File: src/rtl/pipe_pkg.sv
// Shared pipeline definitions for the inter-stage registers.
//   - stage_state_e : occupancy of a pipeline register (empty, main held, main + skid held)
//   - ctrl_t        : MEM/WB control bits carried alongside the data fields
//   - ex_mem_payload_t : EX/MEM payload at the default widths
//   - payload_width(): flattened payload width for arbitrary field widths
package pipe_pkg;

    localparam int unsigned DATA_W_DEF = 32;
    localparam int unsigned ADDR_W_DEF = 11;
    localparam int unsigned REG_W_DEF  = 5;

    typedef enum logic [1:0] {
        StEmpty = 2'd0,
        StFull  = 2'd1,
        StSkid  = 2'd2
    } stage_state_e;

    typedef struct packed {
        logic mem_to_reg;
        logic reg_write;
        logic mem_read;
        logic mem_write;
        logic branch;
    } ctrl_t;

    localparam int unsigned CTRL_W = $bits(ctrl_t);

    typedef struct packed {
        logic [DATA_W_DEF-1:0] result;
        logic [DATA_W_DEF-1:0] registro_2;
        logic [ADDR_W_DEF-1:0] jump_dest_addr;
        logic                  zero_signal;
        logic [REG_W_DEF-1:0]  reg_dest;
        ctrl_t                 ctrl;
    } ex_mem_payload_t;

    // Field order of the flattened vector matches ex_mem_payload_t.
    function automatic int unsigned payload_width(input int unsigned data_w,
                                                  input int unsigned addr_w,
                                                  input int unsigned reg_w);
        return 2 * data_w + addr_w + 1 + reg_w + CTRL_W;
    endfunction

endpackage

File: src/rtl/pipe_payload_reg.sv
// Width-parametrised payload register with synchronous clear and load enable.
//   clk_i  : rising-edge clock
//   clr_i  : synchronous clear to zero, wins over en_i
//   en_i   : load d_i at the next edge
//   d_i    : next payload
//   q_o    : held payload
module pipe_payload_reg #(
    parameter int unsigned Width = 8
) (
    input  logic             clk_i,
    input  logic             clr_i,
    input  logic             en_i,
    input  logic [Width-1:0] d_i,
    output logic [Width-1:0] q_o
);

    logic [Width-1:0] data_d, data_q;

    always_comb begin
        data_d = data_q;
        if (clr_i) begin
            data_d = '0;
        end else if (en_i) begin
            data_d = d_i;
        end
    end

    always_ff @(posedge clk_i) begin
        data_q <= data_d;
    end

    assign q_o = data_q;

endmodule

File: src/rtl/ex_mem_stage_reg.sv
// EX/MEM pipeline register with valid/ready handshake, flush-to-bubble and a
// saturating stall counter.
//   clock, reset            : rising-edge clock, synchronous active-high reset
//   in_valid / in_ready     : EX-side handshake
//   out_valid / out_ready   : MEM-side handshake
//   flush                   : drop every held entry at the next edge
//   *_in / *_out            : ALU result, store data, branch target, zero flag,
//                             destination register and MEM/WB control bits
//   stall_count             : saturating count of cycles with out_valid & !out_ready
// Build option EX_MEM_STAGE_SKID_EN: adds a second (skid) entry so in_ready is a
// flop with no path from out_ready. Without it the stage holds one entry and
// in_ready passes out_ready through combinationally.
module ex_mem_stage_reg
    import pipe_pkg::*;
#(
    parameter int unsigned DATA_W = DATA_W_DEF,
    parameter int unsigned ADDR_W = ADDR_W_DEF,
    parameter int unsigned REG_W  = REG_W_DEF,
    parameter int unsigned CNT_W  = 16
) (
    input  logic              clock,
    input  logic              reset,
    input  logic              in_valid,
    output logic              in_ready,
    input  logic              flush,
    input  logic [DATA_W-1:0] result_in,
    input  logic [DATA_W-1:0] registro_2_in,
    input  logic [ADDR_W-1:0] jump_dest_addr_in,
    input  logic              zero_signal_in,
    input  logic [REG_W-1:0]  reg_dest_in,
    input  logic              MemToReg_in,
    input  logic              RegWrite_in,
    input  logic              MemRead_in,
    input  logic              MemWrite_in,
    input  logic              Branch_in,
    output logic              out_valid,
    input  logic              out_ready,
    output logic [DATA_W-1:0] result_out,
    output logic [DATA_W-1:0] registro_2_out,
    output logic [ADDR_W-1:0] jump_dest_addr_out,
    output logic              zero_signal_out,
    output logic [REG_W-1:0]  reg_dest_out,
    output logic              MemToReg_out,
    output logic              RegWrite_out,
    output logic              MemRead_out,
    output logic              MemWrite_out,
    output logic              Branch_out,
    output logic [CNT_W-1:0]  stall_count
);

    localparam int unsigned PayloadW = payload_width(DATA_W, ADDR_W, REG_W);
    localparam logic [CNT_W-1:0] CntMax = '1;
    localparam logic [CNT_W-1:0] CntOne = {{(CNT_W-1){1'b0}}, 1'b1};

    ctrl_t               in_ctrl, main_ctrl, out_ctrl;
    logic [PayloadW-1:0] in_payload, main_payload, main_d;
    logic                main_en;
    logic                in_xfer, out_xfer;
    stage_state_e        state_q, state_d;
    logic [CNT_W-1:0]    stall_cnt_q, stall_cnt_d;

    assign in_ctrl = '{
        mem_to_reg: MemToReg_in,
        reg_write:  RegWrite_in,
        mem_read:   MemRead_in,
        mem_write:  MemWrite_in,
        branch:     Branch_in
    };

    assign in_payload = {result_in, registro_2_in, jump_dest_addr_in, zero_signal_in,
                         reg_dest_in, in_ctrl};

    assign {result_out, registro_2_out, jump_dest_addr_out, zero_signal_out, reg_dest_out,
            main_ctrl} = main_payload;

    assign in_xfer  = in_valid & in_ready;
    assign out_xfer = out_valid & out_ready;

    // State register
    always_ff @(posedge clock) begin
        if (reset) begin
            state_q <= StEmpty;
        end else begin
            state_q <= state_d;
        end
    end

`ifdef EX_MEM_STAGE_SKID_EN
    logic                skid_en;
    logic [PayloadW-1:0] skid_payload;
    logic                in_ready_q, in_ready_d;

    // Next-state: flush beats any handshake; a held skid beat refills main.
    always_comb begin
        state_d = state_q;
        main_en = 1'b0;
        main_d  = in_payload;
        skid_en = 1'b0;
        if (flush) begin
            state_d = StEmpty;
        end else begin
            case (state_q)
                StEmpty: begin
                    if (in_xfer) begin
                        state_d = StFull;
                        main_en = 1'b1;
                    end
                end
                StFull: begin
                    if (in_xfer && out_xfer) begin
                        main_en = 1'b1;
                    end else if (in_xfer) begin
                        state_d = StSkid;
                        skid_en = 1'b1;
                    end else if (out_xfer) begin
                        state_d = StEmpty;
                    end
                end
                StSkid: begin
                    if (out_xfer) begin
                        state_d = StFull;
                        main_en = 1'b1;
                        main_d  = skid_payload;
                    end
                end
                default: state_d = StEmpty;
            endcase
        end
        in_ready_d = (state_d != StSkid);
    end

    always_ff @(posedge clock) begin
        if (reset) begin
            in_ready_q <= 1'b1;
        end else begin
            in_ready_q <= in_ready_d;
        end
    end

    assign in_ready = in_ready_q;

    pipe_payload_reg #(
        .Width (PayloadW)
    ) u_skid_reg (
        .clk_i (clock),
        .clr_i (reset),
        .en_i  (skid_en),
        .d_i   (in_payload),
        .q_o   (skid_payload)
    );
`else
    assign in_ready = ~out_valid | out_ready;

    always_comb begin
        state_d = state_q;
        main_en = 1'b0;
        main_d  = in_payload;
        if (flush) begin
            state_d = StEmpty;
        end else if (in_xfer) begin
            state_d = StFull;
            main_en = 1'b1;
        end else if (out_xfer) begin
            state_d = StEmpty;
        end
    end
`endif

    // Flush only touches state; data fields keep their last value.
    pipe_payload_reg #(
        .Width (PayloadW)
    ) u_main_reg (
        .clk_i (clock),
        .clr_i (reset),
        .en_i  (main_en),
        .d_i   (main_d),
        .q_o   (main_payload)
    );

    // Outputs: controls forced to zero while empty so a bubble is a NOP downstream.
    always_comb begin
        out_valid = (state_q != StEmpty);
        out_ctrl  = '0;
        if (out_valid) begin
            out_ctrl = main_ctrl;
        end
    end

    assign MemToReg_out = out_ctrl.mem_to_reg;
    assign RegWrite_out = out_ctrl.reg_write;
    assign MemRead_out  = out_ctrl.mem_read;
    assign MemWrite_out = out_ctrl.mem_write;
    assign Branch_out   = out_ctrl.branch;

    always_comb begin
        stall_cnt_d = stall_cnt_q;
        if (out_valid && !out_ready && (stall_cnt_q != CntMax)) begin
            stall_cnt_d = stall_cnt_q + CntOne;
        end
    end

    always_ff @(posedge clock) begin
        if (reset) begin
            stall_cnt_q <= '0;
        end else begin
            stall_cnt_q <= stall_cnt_d;
        end
    end

    assign stall_count = stall_cnt_q;

endmodule

File: config.mk
export PLATFORM = sky130hd
export DESIGN_NAME = ex_mem_stage_reg
export DESIGN_NICKNAME = d
export VERILOG_FILES = /design/src/rtl/pipe_pkg.sv /design/src/rtl/pipe_payload_reg.sv /design/src/rtl/ex_mem_stage_reg.sv
export SDC_FILE = /design/constraint.sdc
export NUM_CORES = 1
export LEC_CHECK = 0
export ABC_AREA = 0
export CAP_MARGIN = 15
export CORE_ASPECT_RATIO = 1.75
export CORE_MARGIN = 10
export CORE_UTILIZATION = 45
export CTS_CLUSTER_SIZE = 20
export DETAILED_ROUTE_END_ITERATION = 8
export HOLD_SLACK_MARGIN = 0.08
export PLACE_DENSITY_LB_ADDON = 0.1
export SLEW_MARGIN = 20
export SYNTH_ARGS = -nofsm -noshare
export SYNTH_HDL_FRONTEND = slang
export SYNTH_SLANG_ARGS = --single-unit
File: constraint.sdc
create_clock -name clock -period 3.55 [get_ports clock]
set_input_delay 0.355 -clock clock [delete_from_list [all_inputs] [get_ports clock]]
set_output_delay 0.355 -clock clock [all_outputs]
set_load 0.01 [all_outputs]
==> results of run 1 <==
==> metal layers <==
layer	global-route usage, %	up-vias
met4	6.59	0
met1	17.9	1777
met2	30.2	120
met5	0	-
li1	-	1954
met3	4.29	12
==> path summary, 6_finish.rpt <==
check                     start            endpoint  slack (ns)
max                   out_ready            in_ready        1.32
min          u_main_reg.q_o[29]  u_main_reg.q_o[29]        0.45
max reg2reg      stall_count[1]     stall_count[15]        1.35
min reg2reg  u_main_reg.q_o[29]  u_main_reg.q_o[29]        0.45
==> sequential cells by signal (all words and copies together), names as in the netlist <==
| name | count |
|---|---|
| u_main_reg.q_o | 86 |
| stall_count | 16 |
| state_q | 1 |
==> final cells by class <==
class / instances / area, µm² / share of cell area [%]
Clock buffer: 11 / 243 / 3.93
Inverter: 2 / 7.51 / 0.121
Sequential cell: 103 / 2060 / 33.4
Timing Repair Buffer: 198 / 1990 / 32.3
Clock inverter: 4 / 70.1 / 1.13
Tap cell: 125 / 156 / 2.53
Multi-Input combinational cell: 342 / 1650 / 26.7
==> synth_stat cells (2+ instances only) <==
master,number,share of area (%)
or3_1,3,0.42
buf_4,83,14
o31ai_1,8,1.3
nand4_1,3,0.42
dfxtp_1,103,46
buf_2,8,0.90
nor2_1,5,0.42
or4_1,8,1.3
nand2_1,179,15
nor3_1,2,0.22
a21oi_1,99,11
clkbuf_1,19,1.6
nand3b_1,2,0.34
and3_1,3,0.42
o21ai_1,5,0.56
and2_1,5,0.70
nand3_1,3,0.34
==> cells by family after synthesis <==
kind of cell,synth area share [%]
flops,46.1
simple gates,22.9
fa+ha+maj,0.280
compound gates,13.3
buf+inv,17.2
mux,0.252
==> power by group through the flow <==
stage | registers, µW | logic (µW) | clock network, µW
after floorplan | 1250 | 178 | 0
after global placement | 1250 | 332 | 0
after detailed placement | 1250 | 338 | 0
after CTS | 1220 | 340 | 1050
after global routing | 1230 | 363 | 1090
final | 1220 | 334 | 1020
==> metrics by stage <==
stage	total power [µW]	std cells	utilization, %
floorplan	1420	559	-
global placement	1580	770	59.9
detailed placement	1590	770	59.9
CTS	2620	785	63.1
global route	2690	785	63.1
finish	2580	785	63.1
==> critical path: stages <==
cell	delay (ns)
clkdlybuf4s50_1	0.46
and2b_2	0.25
inv_2	0.21
clkdlybuf4s50_1	0.59
==> summary.txt, run 1 <==
Detailed routing
  • ANT nets after route: 0
  • Met2 WL: about 6.9 mm
  • DR vias/cell: 4.92
  • Vias: 3863
  • Wire per inst: approximately 16 µm
  • M1 WL: 4.58 mm
  • Top layer in use: met4
  • TritonRoute pass-1 iters: 4
  • Routed WL: approximately 13 mm
  • Starting DRT DRC Count: around 200
  • Met3 wire len: 1.01 mm
  • DRC violations left: 0

Floorplan
  • IO Count: 195
  • Core ar.: 9790 µm²
  • Initial Util: 45.7%
  • Die W: around 95 µm
  • FP Rows: 48
  • Die ar.: around 14000 µm²
  • Die height: 152 µm

Critical path
  • CP Class: input port to primary output
  • Setup crit start kind: input port
  • Crit path capture type: primary output
  • Worst EP required: between 3 and 4 ns
  • CP max FO: 15
  • R2R cell count: 5
  • WP data arrival: 1.88 ns

CTS
  • CTS max path bufs: 2
  • Hold buffer count at cts: 0
  • Cts bufs inserted: 9
  • CTS resizes: 0
  • Reg clk slew, reported paths: ~0.060 ns
  • Sink Count: around 100
  • Setup repair bufs after CTS: 0
  • Clk_lat worst skew: 0.33 ns
  • H-tree levels: 3
  • Root Buffer: clkbuf_16
  • CTS tree: done

Timing
  • Final hold vios: 0
  • Max Clk Rate: approximately 450 MHz
  • Min cycle time layout: about 2.2 ns
  • RSZ-0062 raised after global routing: false
  • Slew headroom: 34.2%
  • Fin Hold WS: ~0.45 ns
  • Pins over their slew limit: 0
  • Final setup viols: 0
  • Final Cycle Share: 62.9%
  • Worst-Margin Slew: just under 1 ns
  • Setup TNS: 0 ns
  • Setup WS post-layout: between 1 and 1.5 ns
  • Layout Skew: 0.00391 ns

Layout
  • Ant diodes: 0
  • Commonest cells after routing, fill and taps aside: 193 x clkdlybuf4s50_1, 179 x nand2_1, 103 x dfxtp_1
  • Commonest non-fill, non-tap cell in the layout: clkdlybuf4s50_1
  • Layout overhead on the synthesized area: 38.2%
  • Design area: 6180 µm²
  • Layout Nets: 748
  • Fill count: approximately 840
  • Fraction of layout instances using a drive strength above 1: 4.70%

Power
  • Leakage: about 0.0022 µW
  • Logic gate share of total power: a little over an eighth
  • Maximum vdd ir drop: roughly 0.25 mV
  • NetSw: ~550 µW
  • PwrDens: 417 nW/µm²
  • Switching share of total power: between 20% and 30%
  • Pint: between 2000 and 2500 µW
  • Clock Power Share: between 30% and 40%
  • Sequential power share: approximately 48%

Global routing
  • Gr usage total: 16.9%
  • GR Overflow Total: 0
  • Global-route wire length before repair: approximately 19 mm
  • Vias in the first global route: between 3000 and 4000
  • Pin count of the biggest net entering global routing: 85
  • Initial antenna violation count: 0

Job
  • Max cap viols: 0

Placement
  • Input/output buffers: between 150 and 200
  • RD Place Congestion: ~0.83
  • Post-DP HPWL: between 9 and 10 mm
  • Placed cell area: 5870 µm²
  • Post-place setup slack: 1.23 ns

Min path
  • Hold depth: 2
  • Hold Crit Class: register to register

Synthesis
  • Synthesized flop and latch total: between 100 and 150
  • Post-synthesis average cell area: ~8.0 µm²
  • Main synth FF type: dfxtp_1
  • Syn Std Cell Area: approximately 4500 µm²
  • Ys async rst share: 0%
  • Yosys warns: 0
  • EDFF count, synth: 0
  • Netlist cell types: 38
  • Sequential fraction of the synthesis area: 46.1%
  • Net count after synthesis: about 650
  • Post-Syn Instances: 559

Run status
  • Run status: completed
(Power assumes the default switching activity.)
==> run 2: changes to the inputs <==
--- a/config.mk
+++ b/config.mk
@@ -9,7 +9,7 @@
 export CAP_MARGIN = 15
 export CORE_ASPECT_RATIO = 1.75
 export CORE_MARGIN = 10
-export CORE_UTILIZATION = 45
+export CORE_UTILIZATION = 38
 export CTS_CLUSTER_SIZE = 20
 export DETAILED_ROUTE_END_ITERATION = 8
 export HOLD_SLACK_MARGIN = 0.08
==> constraint.sdc (replaced) <==
create_clock -name clock -period 2.05 [get_ports clock]
set_input_delay 0.205 -clock clock [delete_from_list [all_inputs] [get_ports clock]]
set_output_delay 0.205 -clock clock [all_outputs]
set_load 0.01 [all_outputs]
==> summary.txt, run 2 (synthesized netlist as in run 1, its figures left out) <==
CTS
  • Reg clk slew, reported paths: 0.07 ns
  • CTS resizes: 0
  • Clk_lat worst skew: around 0.34 ns
  • Cts bufs inserted: 9
  • H-tree levels: 3
  • Hold buffer count at cts: 0
  • Sink Count: between 100 and 150
  • CTS max path bufs: 2
  • Setup repair bufs after CTS: 0
  • Root Buffer: clkbuf_16
  • CTS tree: done

Detailed routing
  • Starting DRT DRC Count: about 150
  • Vias: a little under 4000
  • TritonRoute pass-1 iters: 4
  • DR vias/cell: 4.88
  • ANT nets after route: 0
  • Wire per inst: roughly 17 µm
  • DRC violations left: 0
  • Routed WL: 13.5 mm

Placement
  • DP Cell Count: a little under 800
  • Post-DP HPWL: between 10 and 15 mm
  • Input/output buffers: roughly 190
  • RD Place Congestion: between 0.7 and 0.8

Global routing
  • Global-route wire length before repair: a little over 20 mm
  • Initial antenna violation count: 0
  • Gr usage total: ~16%
  • Pin count of the biggest net entering global routing: 87
  • GR Overflow Total: 0
  • Vias in the first global route: between 3000 and 4000

Layout
  • Register area: about 2100 µm²
  • Fraction of layout instances using a drive strength above 1: around 5.7%
  • Max reg flops: 86
  • Final design utilization: roughly 54%
  • Commonest cells after routing, fill and taps aside: 193 x clkdlybuf4s50_1, 179 x nand2_1, 103 x dfxtp_1
  • Layout overhead on the synthesized area: 39.7%
  • Area of the multi-input gates: around 1600 µm²
  • Post-Layout Cell Count: approximately 800
  • Ant diodes: 0
  • Fill count: roughly 1100
  • Commonest non-fill, non-tap cell in the layout: clkdlybuf4s50_1
  • Layout Nets: between 700 and 800

Floorplan
  • IO Count: between 150 and 200
  • Die height: approximately 160 µm
  • Core ar.: 11600 µm²
  • Die ar.: roughly 17000 µm²
  • FP Rows: 52
  • Initial Util: between 30% and 40%
  • Die W: about 100 µm

Timing
  • Layout Skew: just over 0.008 ns
  • Setup TNS: 0 ns
  • Final setup viols: 0
  • Slew headroom: 71.7%
  • Max Clk Rate: between 500 and 600 MHz
  • Worst-Margin Slew: between 0.4 and 0.5 ns
  • Fin Hold WS: 0.298 ns
  • Final Cycle Share: about 94%
  • Min cycle time layout: roughly 1.9 ns
  • Final hold vios: 0
  • RSZ-0062 raised after global routing: false
  • Pins over their slew limit: 0

Power
  • Maximum vdd ir drop: 0.381 mV
  • Design Power: 4310 µW
  • PwrDens: between 600 and 700 nW/µm²
  • Leakage: approximately 0.0022 µW

Critical path
  • CP Class: register to primary output
  • Critical Path Max Stage Delay: around 0.56 ns
  • Crit path capture type: primary output
  • CP max FO: 15
  • WP data arrival: ~1.7 ns
  • Worst EP required: 1.85 ns
  • CP cell instances: and2b_2 -> inv_4 -> clkdlybuf4s50_1
  • Setup crit start kind: register
  • Slowest stage cell, crit path: clkdlybuf4s50_1

Job
  • Max cap viols: 0

Run status
  • Run status: completed

Min path
  • Hold Crit Class: input port to register
[run 2: cell types whose count changed in the layout (fill, tap and decap cells not counted), sizes merged]
cell,before,now
clkinvlp,0,2
bufinv,2,0
buf,5,12
[run 2: power by group]
| part | internal (µW) | switching, µW | total [µW] |
|---|---|---|---|
| logic | 350 | 250 | 600 |
| registers | 2080 | 39.3 | 2120 |
| clock network | 855 | 740 | 1590 |
| total | 3280 | 1030 | 4310 |
[run 2: final cells by class]
type                    count  area share [%]
clock inverters             4           0.521
well taps                 135            2.70
flip-flops and latches    103            33.0
multi-input cells         342            26.4
inverters                   2           0.160
clock buffers              11            3.88
repair buffers            205            33.4
[run 2: per-layer routing]
metal  share of wire [%]  up-vias  routed length (µm)  GRT usage (%)
li1                    -     1962                   -              -
met1                  37     1802                4940           16.1
met2                  54      127                7270           28.9
met3                 6.7       21                 906           4.82
met4                 2.6        0                 348           6.19
met5                   0        -                   0              0
[run 2: path summary, 6_finish.rpt]
check	cells past startpoint	slack, ns	from	to
min	2	0.30	reset	stall_count[4]
max reg2reg	5	0.29	stall_count[0]	stall_count[10]
min reg2reg	2	0.45	u_main_reg.q_o[26]	u_main_reg.q_o[26]
max	3	0.12	state_q[0]	in_ready
[run 2: metrics by stage]
| stage | cell area [µm²] | setup WS, ns |
|---|---|---|
| global placement | 5970 | 0.128 |
| CTS | 6250 | 0.0247 |
| finish | 6250 | 0.123 |
| floorplan | 4470 | 0.330 |
| detailed placement | 5970 | 0.122 |
| global route | 6250 | 0.0229 |
[run 2: critical path: cells and delay by family (launching register included)]
kind          cells  cell delay (ns)
flops             1             0.38
buf+inv           2             0.71
simple gates      1             0.28
==> run 3: changes to the inputs <==
--- a/config.mk
+++ b/config.mk
@@ -10,6 +10,7 @@
 export CORE_ASPECT_RATIO = 1.75
 export CORE_MARGIN = 10
 export CORE_UTILIZATION = 38
+export CTS_BUF_LIST = sky130_fd_sc_hd__clkbuf_16
 export CTS_CLUSTER_SIZE = 20
 export DETAILED_ROUTE_END_ITERATION = 8
 export HOLD_SLACK_MARGIN = 0.08
==> summary.txt, run 3 (synthesized netlist as in run 1, its figures left out) <==
Run status
  • Run status: completed

Critical path
  • Critical Path Max Stage Delay: roughly 0.56 ns
  • CP cell instances: and2b_2 -> inv_4 -> clkdlybuf4s50_1
  • Worst path buffer plus inverter count: 2
  • Worst EP required: 1.85 ns
  • WP data arrival: 1.72 ns
  • Crit path capture type: primary output
  • CP max FO: 15
  • Setup crit start kind: register
  • CP Class: register to primary output
  • Top delay family on crit path: buffers and inverters
  • Slowest stage cell, crit path: clkdlybuf4s50_1

Layout
  • Final design utilization: around 54%
  • Commonest cells after routing, fill and taps aside: 193 x clkdlybuf4s50_1, 179 x nand2_1, 103 x dfxtp_1
  • Layout overhead on the synthesized area: 39.5%
  • Ant diodes: 0
  • Max reg flops: between 80 and 90
  • Fraction of layout instances using a drive strength above 1: 5.55%
  • Layout Nets: around 760
  • Commonest non-fill, non-tap cell in the layout: clkdlybuf4s50_1

CTS
  • Sink Count: 103
  • H-tree levels: 3
  • Cts bufs inserted: 9
  • Clk_lat worst skew: 0.34 ns
  • CTS tree: done
  • Root Buffer: clkbuf_16
  • CTS max path bufs: 2
  • Reg clk slew, reported paths: roughly 0.07 ns
  • Hold buffer count at cts: 0

Power
  • Sequential power share: about half
  • Pint: around 3200 µW
  • Logic gate share of total power: 14.0%
  • PwrDens: approximately 690 nW/µm²
  • Clock Power Share: between 30% and 40%
  • NetSw: just over 1000 µW
  • Switching share of total power: 24.2%
  • Design Power: between 4000 and 5000 µW
  • Maximum vdd ir drop: around 0.38 mV
  • Leakage: about 0.0022 µW

Placement
  • Post-DP HPWL: approximately 10 mm
  • RD Place Congestion: between 0.7 and 0.8
  • Input/output buffers: around 190
  • Post-place setup slack: roughly 0.12 ns

Floorplan
  • Initial Util: 38.6%
  • Die height: 164 µm
  • IO Count: 195
  • Die ar.: 16700 µm²
  • Die W: around 100 µm
  • FP Rows: 52
  • Core ar.: between 10000 and 15000 µm²

Min path
  • Hold Crit Class: input port to register

Timing
  • Min cycle time layout: ~1.9 ns
  • Slew headroom: between 70% and 80%
  • Max Clk Rate: about 520 MHz
  • RSZ-0062 raised after global routing: false
  • Layout Skew: between 0.01 and 0.015 ns
  • Worst-Margin Slew: roughly 0.42 ns
  • Setup WS post-layout: ~0.12 ns
  • Fin Hold WS: just under 0.3 ns
  • Final Cycle Share: between 90 and 100%
  • Pins over their slew limit: 0
  • Final hold vios: 0
  • Setup TNS: 0 ns
  • Final setup viols: 0

Detailed routing
  • Vias: slightly below 4000
  • Met2 WL: 7.31 mm
  • M1 WL: roughly 4.9 mm
  • TritonRoute pass-1 iters: 4
  • ANT nets after route: 0
  • Starting DRT DRC Count: about 140
  • DR vias/cell: around 4.9
  • Routed WL: about 13 mm
  • Top layer in use: met4
  • DRC violations left: 0
  • Met3 wire len: slightly above 900 µm
  • Wire per inst: around 17 µm

Global routing
  • GR Overflow Total: 0
  • Gr usage total: between 10% and 20%
  • Global-route wire length before repair: 20.7 mm
  • Vias in the first global route: approximately 3900
  • Pin count of the biggest net entering global routing: 87
  • Initial antenna violation count: 0

Job
  • Max cap viols: 0
run 3: changes by cell type in the layout (fill, tap and decap cells not counted):
cell	change
clkbuf_1	-1
clkbuf_8	-1
clkinv_1	+1
inv_1	+1
run 3: per-layer routing:
metal / track usage [%] / vias to the layer above
li1: - / 1965
met1: 16.0 / 1802
met2: 28.9 / 132
met3: 4.82 / 21
met4: 6.19 / 0
met5: 0 / -
run 3: what timing repair did:
item / CTS / global route
hold endpoints to repair: 0 / 0
setup endpoints to repair: 0 / 1
resized for setup: 0 / 1
buffers inserted: 0 / 0
run 3: power by group through the flow:
stage               clock [µW]  sequential, µW  combinational (µW)
floorplan                    0            2160                 307
global placement             0            2160                 599
detailed placement           0            2170                 608
CTS                       1610            2120                 611
global route              1670            2130                 654
finish                    1560            2120                 600
run 3: metrics by stage:
stage                     instances  cell area (µm²)
final                           802             6240
after global routing            802             6240
after CTS                       802             6240
after detailed placement        787             5970
after global placement          787             5970
after floorplan                 559             4470
run 3: worst paths after layout:
kind	from	to	slack, ns	cells after the start
worst min register to register	u_main_reg.q_o[26]	u_main_reg.q_o[26]	0.45	2
worst min-delay path	reset	stall_count[4]	0.29	2
worst max register to register	stall_count[0]	stall_count[10]	0.29	5
worst max-delay path	state_q[0]	in_ready	0.12	3
run 3: final cells by class:
class	instances	area [µm²]
inverter	2	10.0
multi-input combinational	342	1650
clock buffer	9	225
fill	1119	5340
tap	135	169
sequential	103	2060
timing repair buffer	205	2080
clock inverter	6	40.0
run 3: worst register-to-register path, stage by stage, from the launching register on:
cell,delay (ns)
dfxtp_1,0.41
ha_1,0.25
and4_2,0.26
nand2_1,0.08
nor4_1,0.31
mux2_1,0.35
